$ cat src/rtl/alu_seq16.sv
// Nibble-serial ALU: steps one 74181-style 4-bit slice across a 4*NIBBLES-bit
// operand pair, LSB first, with valid/ready handshakes and C/Z/N/V flags.

module alu_74181 (
  input  logic [3:0] a,
  input  logic [3:0] b,
  input  logic [3:0] s,
  input  logic       m,
  input  logic       cn,
  output logic [3:0] f,
  output logic       cn4
);
  logic [3:0] x;
  logic [3:0] y;
  logic [4:0] c;

  // x/y are the inverted generate/propagate terms; c is an active-high carry chain
  always_comb begin
    x = ~((a & b & {4{s[3]}}) | (a & ~b & {4{s[2]}}));
    y = ~(a | (b & {4{s[0]}}) | (~b & {4{s[1]}}));
    c = '0;
    c[0] = ~cn;
    for (int i = 0; i < 4; i++) begin
      c[i+1] = ~x[i] | (~y[i] & c[i]);
    end
    f   = (x ^ y) ^ ({4{m}} | c[3:0]);
    cn4 = ~c[4];
  end
endmodule

// state | meaning
// IDLE  | in_ready high, waiting for a request
// RUN   | one slice step per cycle, nibble idx_q
// DONE  | out_valid high, result/flags held until out_ready
module alu_seq16 #(
  parameter int NIBBLES = 4
) (
  input  logic                 clk,
  input  logic                 rst_n,
  input  logic                 in_valid,
  output logic                 in_ready,
  input  logic [2:0]           op,
  input  logic [4*NIBBLES-1:0] a,
  input  logic [4*NIBBLES-1:0] b,
  input  logic                 cin,
  output logic                 out_valid,
  input  logic                 out_ready,
  output logic [4*NIBBLES-1:0] result,
  output logic                 flag_c,
  output logic                 flag_z,
  output logic                 flag_n,
  output logic                 flag_v
);
  localparam int W     = 4 * NIBBLES;
  localparam int IDX_W = (NIBBLES > 1) ? $clog2(NIBBLES) : 1;

  localparam logic [2:0] OP_ADD = 3'b000;
  localparam logic [2:0] OP_ADC = 3'b001;
  localparam logic [2:0] OP_SUB = 3'b010;
  localparam logic [2:0] OP_SBB = 3'b011;
  localparam logic [2:0] OP_AND = 3'b100;
  localparam logic [2:0] OP_OR  = 3'b101;
  localparam logic [2:0] OP_XOR = 3'b110;
  localparam logic [2:0] OP_CMP = 3'b111;

  typedef enum logic [1:0] {IDLE, RUN, DONE} state_t;

  state_t             state_q, state_d;
  logic [W-1:0]       a_q, b_q, res_q, result_q;
  logic [2:0]         op_q;
  logic               carry_q;
  logic [IDX_W-1:0]   idx_q;
  logic               fc_q, fz_q, fn_q, fv_q;

  logic               accept, last_step;
  logic               first_cn;
  logic [3:0]         slice_s, slice_f;
  logic               slice_m, slice_cn, slice_cn4;
  logic               is_add, is_sub;
  logic [W-1:0]       r_full;
  logic               flag_c_d, flag_v_d;

  always_ff @(posedge clk or negedge rst_n) begin
    if (!rst_n) state_q <= IDLE;
    else        state_q <= state_d;
  end

  always_comb begin
    state_d   = state_q;
    in_ready  = 1'b0;
    out_valid = 1'b0;
    accept    = 1'b0;
    last_step = 1'b0;
    case (state_q)
      IDLE: begin
        in_ready = 1'b1;
        if (in_valid) begin
          accept  = 1'b1;
          state_d = RUN;
        end
      end
      RUN: begin
        if (idx_q == IDX_W'(NIBBLES - 1)) begin
          last_step = 1'b1;
          state_d   = DONE;
        end
      end
      DONE: begin
        out_valid = 1'b1;
        if (out_ready) state_d = IDLE;
      end
      default: state_d = IDLE;
    endcase
  end

  // carry register holds the active-low Cn of the next step
  always_comb begin
    case (op)
      OP_ADD:         first_cn = 1'b1;
      OP_ADC:         first_cn = ~cin;
      OP_SUB, OP_CMP: first_cn = 1'b0;
      OP_SBB:         first_cn = cin;
      default:        first_cn = 1'b1;
    endcase
  end

  always_comb begin
    slice_s = 4'b1001;
    slice_m = 1'b0;
    is_add  = 1'b0;
    is_sub  = 1'b0;
    case (op_q)
      OP_ADD, OP_ADC: is_add = 1'b1;
      OP_SUB, OP_SBB, OP_CMP: begin
        slice_s = 4'b0110;
        is_sub  = 1'b1;
      end
      OP_AND: begin
        slice_s = 4'b1011;
        slice_m = 1'b1;
      end
      OP_OR: begin
        slice_s = 4'b1110;
        slice_m = 1'b1;
      end
      OP_XOR: begin
        slice_s = 4'b0110;
        slice_m = 1'b1;
      end
      default: ;
    endcase
    slice_cn = (is_add | is_sub) ? carry_q : 1'b1;
  end

  alu_74181 u_slice (
    .a   (a_q[4*idx_q +: 4]),
    .b   (b_q[4*idx_q +: 4]),
    .s   (slice_s),
    .m   (slice_m),
    .cn  (slice_cn),
    .f   (slice_f),
    .cn4 (slice_cn4)
  );

  // full-width value including the nibble produced this cycle
  always_comb begin
    r_full = res_q;
    r_full[4*idx_q +: 4] = slice_f;
    flag_c_d = 1'b0;
    flag_v_d = 1'b0;
    if (is_add) begin
      flag_c_d = ~slice_cn4;
      flag_v_d = (a_q[W-1] == b_q[W-1]) && (r_full[W-1] != a_q[W-1]);
    end else if (is_sub) begin
      flag_c_d = slice_cn4;
      flag_v_d = (a_q[W-1] != b_q[W-1]) && (r_full[W-1] != a_q[W-1]);
    end
  end

  always_ff @(posedge clk or negedge rst_n) begin
    if (!rst_n) begin
      a_q      <= '0;
      b_q      <= '0;
      op_q     <= OP_ADD;
      carry_q  <= 1'b1;
      idx_q    <= '0;
      res_q    <= '0;
      result_q <= '0;
      fc_q     <= 1'b0;
      fz_q     <= 1'b0;
      fn_q     <= 1'b0;
      fv_q     <= 1'b0;
    end else if (accept) begin
      a_q     <= a;
      b_q     <= b;
      op_q    <= op;
      carry_q <= first_cn;
      idx_q   <= '0;
    end else if (state_q == RUN) begin
      res_q[4*idx_q +: 4] <= slice_f;
      carry_q             <= slice_cn4;
      if (last_step) begin
        idx_q    <= '0;
        result_q <= (op_q == OP_CMP) ? a_q : r_full;
        fc_q     <= flag_c_d;
        fz_q     <= (r_full == '0);
        fn_q     <= r_full[W-1];
        fv_q     <= flag_v_d;
      end else begin
        idx_q <= idx_q + IDX_W'(1);
      end
    end
  end

  assign result = result_q;
  assign flag_c = fc_q;
  assign flag_z = fz_q;
  assign flag_n = fn_q;
  assign flag_v = fv_q;
endmodule

$ cat config.mk
export PLATFORM = sky130hd
export DESIGN_NAME = alu_seq16
export DESIGN_NICKNAME = d
export VERILOG_FILES = /design/src/rtl/alu_seq16.sv
export SDC_FILE = /design/constraint.sdc
export NUM_CORES = 1
export LEC_CHECK = 0
export ABC_CLOCK_PERIOD_IN_PS = 4700
export CAP_MARGIN = 20
export CORE_UTILIZATION = 30
export CTS_BUF_LIST = sky130_fd_sc_hd__clkbuf_4 sky130_fd_sc_hd__clkbuf_8
export CTS_CLUSTER_DIAMETER = 120
export DETAILED_ROUTE_END_ITERATION = 10
export GPL_ROUTABILITY_DRIVEN = 0
export HOLD_SLACK_MARGIN = 0.15
export PLACE_DENSITY = 0.53
export SLEW_MARGIN = 20
export SYNTH_ARGS = -nofsm -noshare
export SYNTH_HDL_FRONTEND = slang
export SYNTH_SLANG_ARGS = --single-unit
$ cat constraint.sdc
create_clock -name clk -period 4.7 [get_ports clk]
set_clock_uncertainty 0.1 [all_clocks]
set_input_delay 1.41 -clock clk [delete_from_list [all_inputs] [get_ports clk]]
set_output_delay 1.41 -clock clk [all_outputs]
set_load 0.01 [all_outputs]
Word-level counts from Yosys, hierarchy flattened
Index checks and enable logic that the tools add are counted.
Storage, ports and cells
  flip-flop bits (word level): 76
  input port bits: 40
  output and inout port bits: 22
  word-level logic and storage cells: 115
Operators by class
  add/subtract/negate cells: 2
  eq/ne operators: 20
  shifts and indexed selects: 4
  multiplexer cells: 27
  bitwise logic cells: 36
  reductions and logical operators: 14
Operator list (number)
  $neg A4 Y34: 1
  $shift A4 B34 Y16 const A: 1
  $shiftx A4 B34 Y16: 1
  $shiftx A16 B5 Y4: 2
  $and A4 B4 Y4: 6
  $bwmux W16: 1
  $logic_not A16 Y1: 1
  $mux W1: 16
  $mux W16: 1
  $or A4 B4 Y4: 4
  $eq A3 B3 Y1 const B: 5
  $eq A3 B2 Y1 const B: 4
  $mux W2: 6
  $not A1 Y1: 12
  $not A4 Y4: 3
  $pmux W4 S3: 1
  $xor A4 B4 Y4: 2
  $eq A3 B1 Y1 const B: 2
  $ne A2 B2 Y1 const B: 3
  $pmux W2 S3: 1
  $reduce_and A3 Y1: 2
  $reduce_or A3 Y1: 2
  $or A1 B1 Y1: 5
  $and A1 B1 Y1: 4
  other kinds (13): 17

Logic depth before layout (Yosys ltp)
  word-level depth: 22
  gate-level depth with buffers: 12
  depth with buffers taken out: 9

Modules after synthesis
Synthesis repeated with hierarchy kept, for this count alone.
Unflattened totals
  cells, all modules: 449
  area, all modules: 4077.7 um^2
Modules (own cells, without submodules)
  alu_seq16: times used 1, cells an instance 408, area an instance 3758.6 um^2
  alu_74181: times used 1, cells an instance 41, area an instance 319.1 um^2

Worst setup path after synthesis
OpenSTA, ideal clock, no wires.
  path type: reg2reg
  start: reg idx_q[0]
  end: reg fz_q (netlist: flag_z)
  setup time: 0.128 ns
  arrival: 2.785 ns
  required time: 4.472 ns
  setup slack: 1.687 ns
  stages on the path, launching flop included: 11
  buffers on the path: 1
  period minus slack after synthesis: 3.013 ns
  cells stage by stage: dfrtp_1 -> mux4_2 -> xnor2_1 -> maj3_2 -> nand2_2 -> o311a_4 -> mux2_4 -> a211oi_2 -> buf_6 -> o21a_1 -> o21ai_0
On the way
  word-level cells in the longest chain between the ends: 17
  elaborated cells between the ends (all ways): 38
  those cells by class: add/sub (1); eq/ne (1); shift (4); mux (3); bitwise (27); reduce/logical (2)
RTL lines
  start, declared: line 72  | logic [IDX_W-1:0] idx_q;
  start signal, assigned: line 210  | idx_q <= idx_q + IDX_W'(1);
  $shiftx A16 B5 Y4: line 157  | .b (b_q[4*idx_q +: 4]),
  $and A4 B4 Y4 / $not A4 Y4 (equally long branches): line 20, 19
  $or A4 B4 Y4 (tied with other cells): line 20  | y = ~(a | (b & {4{s[0]}}) | (~b & {4{s[1]}}));
  $or A4 B4 Y4 / $and A4 B4 Y4 (equally long branches): line 20, 19
  $not A4 Y4 / $or A4 B4 Y4 (equally long branches): line 20, 19
  $not A1 Y1 / $not A4 Y4 (equally long branches): line 24, 19
  $and A1 B1 Y1 / $not A1 Y1 (equally long branches): line 24  | c[i+1] = ~x[i] | (~y[i] & c[i]);
  $or A1 B1 Y1: line 24
  $and A1 B1 Y1: line 24
  $or A1 B1 Y1: line 24
  $and A1 B1 Y1: line 24
  $or A1 B1 Y1: line 24
  $or A4 B4 Y4: line 26  | f = (x ^ y) ^ ({4{m}} | c[3:0]);
  $xor A4 B4 Y4: line 26
  $shiftx A4 B34 Y16: line 168  | r_full[4*idx_q +: 4] = slice_f;
  $bwmux W16: line 168
  $logic_not A16 Y1: line 206  | fz_q <= (r_full == '0);
  end signal, assigned: line 206
  end, declared: line 73  | logic fc_q, fz_q, fn_q, fv_q;
Parallel ways exist; a longest one is shown, timed or not.
A chain may end at the register's enable or synchronous reset.

Final worst setup path
  start: reg idx_q[0]
  end: reg result_q[5] (netlist: result[5])
On the way
  word-level cells in the longest chain between the ends: 17
  elaborated cells between the ends (all ways): 38
  those cells by class: add/sub (1); eq/ne (1); shift (4); mux (4); bitwise (27); reduce/logical (1)
RTL lines
  $shiftx A16 B5 Y4: line 157
  $and A4 B4 Y4 / $not A4 Y4 (equally long branches): line 20, 19
  $or A4 B4 Y4 (tied with other cells): line 20
  $or A4 B4 Y4 / $and A4 B4 Y4 (equally long branches): line 20, 19
  $not A4 Y4 / $or A4 B4 Y4 (equally long branches): line 20, 19
  $not A1 Y1 / $not A4 Y4 (equally long branches): line 24, 19
  $and A1 B1 Y1 / $not A1 Y1 (equally long branches): line 24
  $or A1 B1 Y1: line 24
  $and A1 B1 Y1: line 24
  $or A1 B1 Y1: line 24
  $and A1 B1 Y1: line 24
  $or A1 B1 Y1: line 24
  $or A4 B4 Y4: line 26
  $xor A4 B4 Y4: line 26
  $shiftx A4 B34 Y16: line 168
  $bwmux W16: line 168
  $mux W16: line 204  | result_q <= (op_q == OP_CMP) ? a_q : r_full;
  end signal, assigned: line 204
  end, declared: line 69  | logic [W-1:0] a_q, b_q, res_q, result_q;
Parallel ways exist; a longest one is shown, timed or not.

==> flow_metrics.env <==
export IMPL_clkSinkCount=76
export IMPL_p_int_mw=2.09
export IMPL_start_kind="flop"
export IMPL_port_buffers=61
export IMPL_reg2reg_to="result[5]$_DFFE_PN0P_"
export IMPL_htreeDepth=3
export IMPL_pwr_share_seq=0.309
export IMPL_leakagePower_nw=2.30
export IMPL_period_share=0.807
export IMPL_via_per_inst=5.10
export IMPL_multiInputGateArea_um2=2150
export IMPL_synth_edf_count=0
export IMPL_netlist_instances=487
export IMPL_synthArstFlopShare=1.00
export IMPL_drc_errors=0
export IMPL_finalSetupTns_ps=0
export IMPL_cts_hold_buffers=0
export IMPL_tightest_slew_ps=990
export IMPL_p_clk_frac=0.119
export IMPL_drt_iter0_drc=216
export IMPL_crit_type="reg -> reg"
export IMPL_ys_warn_count=0
export IMPL_place_hpwl_um=8310
export IMPL_synthFlopType="dfrtp_1"
export IMPL_cp_end_kind="flop"
export IMPL_crit_arrival_ps=3980
export IMPL_cp_max_fo=15
export IMPL_grt_max_degree=77
export IMPL_clk_latency_ps=360
export IMPL_status="finished, final reports clean"
export IMPL_fin_util=0.372
export IMPL_cts_root_buf="clkbuf_8"
export IMPL_grt_pass1_wl_um=18800
export IMPL_hp_class="reg -> reg"
export IMPL_ir_worst_vdd_mv=0.310
export IMPL_netSwitchingPower_mw=1.92
export IMPL_initial_utilization=0.308
export IMPL_setup_viol=0
export IMPL_ant_nets=0
export IMPL_die_w_um=122
export IMPL_grt_pass1_vias=3567
export IMPL_fmax_mhz=264
export IMPL_syn_num_nets=533
export IMPL_postCtsSetupBuffers=0
export IMPL_syn_to_final_growth_pct=20.6
export IMPL_r2r_cells=9
export IMPL_die_h_um=122
export IMPL_die_area_um2=14800
export IMPL_antenna_found_initial=0
export IMPL_std_cell_rows=43
export IMPL_cap_violations=0
export IMPL_p_comb_frac=0.571
export IMPL_wl_um=11500
export IMPL_drive_gt1_frac=0.0943
export IMPL_syn_avg_cell_area_um2=8.83
export IMPL_endpoint="result[5]$_DFFE_PN0P_"
export IMPL_final_net_count=582
export IMPL_layout_commonest_cell="nand2_1"
export IMPL_syn_area_um2=4300
export IMPL_rsz0062_at_grt="false"
export IMPL_fin_crit_ps=3790
export IMPL_final_cell_mix="nand2_1, dfrtp_1, clkdlybuf4s50_1"
export IMPL_cts_buffers_inserted=9
export IMPL_core_um2=13900
export IMPL_swShare=0.478
export IMPL_place_area_um2=4970
export IMPL_startpoint="idx_q[0]$_DFFE_PN0P_"
export IMPL_slew_headroom=0.334
export IMPL_grt_use_total=0.165
export IMPL_timing_rr_start="idx_q[0]$_DFFE_PN0P_"
export IMPL_wire_per_inst_um=15.9
export IMPL_clk_pin_slew_worst_paths_ps=90
export IMPL_yosysSeqAreaShare=0.443
export IMPL_hold_viol_final=0
export IMPL_drt_pass1_iterations=5
export IMPL_io_pins=62
export IMPL_cts_resized=0
export IMPL_powerDensity_nw_per_um2=773
export IMPL_num_vias=3678
export IMPL_reg2reg_slack_ps=910
export IMPL_grt_ovfl_total=0
export IMPL_ff_latch_area_um2=1900
export IMPL_cts_tree="built"
export IMPL_crit_required_ps=4890
export IMPL_ys_types=62
export IMPL_slew_violations=0
export IMPL_cts_buffer_depth=2
export IMPL_fill_cells=1422
export IMPL_finalInstanceArea_um2=5180
export IMPL_diodes=0
export IMPL_ys_ff_latch=76
-- per-layer routing --
metal | share of wire | global-route usage
met3 | 0.050 | 0.0290
met5 | 0 | 0
met1 | 0.51 | 0.244
met4 | 0.014 | 0.0579
met2 | 0.43 | 0.239
-- power by group through the flow --
| stage | clock [mW] | sequential (mW) | combinational (mW) |
|---|---|---|---|
| floorplan | 0 | 1.11 | 1.79 |
| global placement | 0 | 1.25 | 2.23 |
| detailed placement | 0 | 1.26 | 2.27 |
| CTS | 0.491 | 1.24 | 2.28 |
| global route | 0.522 | 1.29 | 2.52 |
| finish | 0.479 | 1.24 | 2.29 |
-- metrics by stage --
step / power, mW / hold slack (ps) / std cells / setup WS (ps)
3_5_place_dp: 3.53 / 364 / 704 / 896
5_1_grt: 4.33 / 399 / 721 / 718
2_1_floorplan: 2.90 / 337 / 487 / 1690
3_3_place_gp: 3.47 / 357 / 704 / 992
4_1_cts: 4.01 / 385 / 720 / 861
6_report: 4.01 / 385 / 721 / 907
-- critical path: stages (launching register included) --
cell and delay, ps:
dfrtp_1 810, mux4_2 690, xnor2_1 170, maj3_2 390, a32o_1 260, a311oi_1 660, a32oi_1 290, nand2_1 100
o21ai_0 80, o21ai_0 160
-- how the worst min path moves through the flow --
stage,cells after the start,end,slack [ps],start
floorplan,2,b_q[6]$_DFFE_PN0P_,340,b_q[6]$_DFFE_PN0P_
global placement,2,res_q[13]$_DFFE_PN0P_,360,res_q[13]$_DFFE_PN0P_
detailed placement,2,b_q[2]$_DFFE_PN0P_,360,b_q[2]$_DFFE_PN0P_
CTS,2,b_q[2]$_DFFE_PN0P_,380,b_q[2]$_DFFE_PN0P_
global route,2,b_q[2]$_DFFE_PN0P_,400,b_q[2]$_DFFE_PN0P_
finish,2,b_q[6]$_DFFE_PN0P_,380,b_q[6]$_DFFE_PN0P_
-- state kept, by name, summed over array words and instances, names as in the netlist --
signal / count
a_q: 16
b_q: 16
carry_q: 1
flag_c: 1
flag_n: 1
flag_v: 1
flag_z: 1
idx_q: 2
op_q: 3
res_q: 16
result: 16
state_q: 2
-- final cells by class --
type                    instances  share of cell area
clock buffers                  10              0.0265
clock inverters                 6             0.00917
inverters                      11             0.00796
multi-input cells             370               0.415
flip-flops and latches         76               0.367
well taps                     180              0.0434
repair buffers                 68               0.131
-- cells in the mapped netlist, types with 4 or more instances --
cell      count  area [um2]
ha_1          6        75.1
xnor2_1       4        35.0
or2_2         6        37.5
nor2b_1       5        31.3
nand2_1     153         574
a32o_1        4        40.0
dfrtp_1      75        1880
nand3_1      13        65.1
buf_6         6        67.6
a21oi_1      13        65.1
nand2b_1      5        31.3
o31ai_1       4        30.0
inv_1        11        41.3
nor4_1        4        25.0
a22oi_1       9        67.6
o22ai_1       5        31.3
mux4_2        6         135
and2_1        4        25.0
nor3_1        7        35.0
a31oi_1       4        25.0
clkbuf_1     18        67.6
nor2_1       19        71.3
o21ai_0      48         240
-- logic make-up after synthesis --
family	count (synthesis)	synth area share
compound gates	119	0.186
xor+xnor	5	0.0102
fa+ha+maj	9	0.0247
buf+inv	41	0.0576
flops	76	0.443
mux	12	0.0541
simple gates	225	0.224
(Power assumes the default switching activity.)
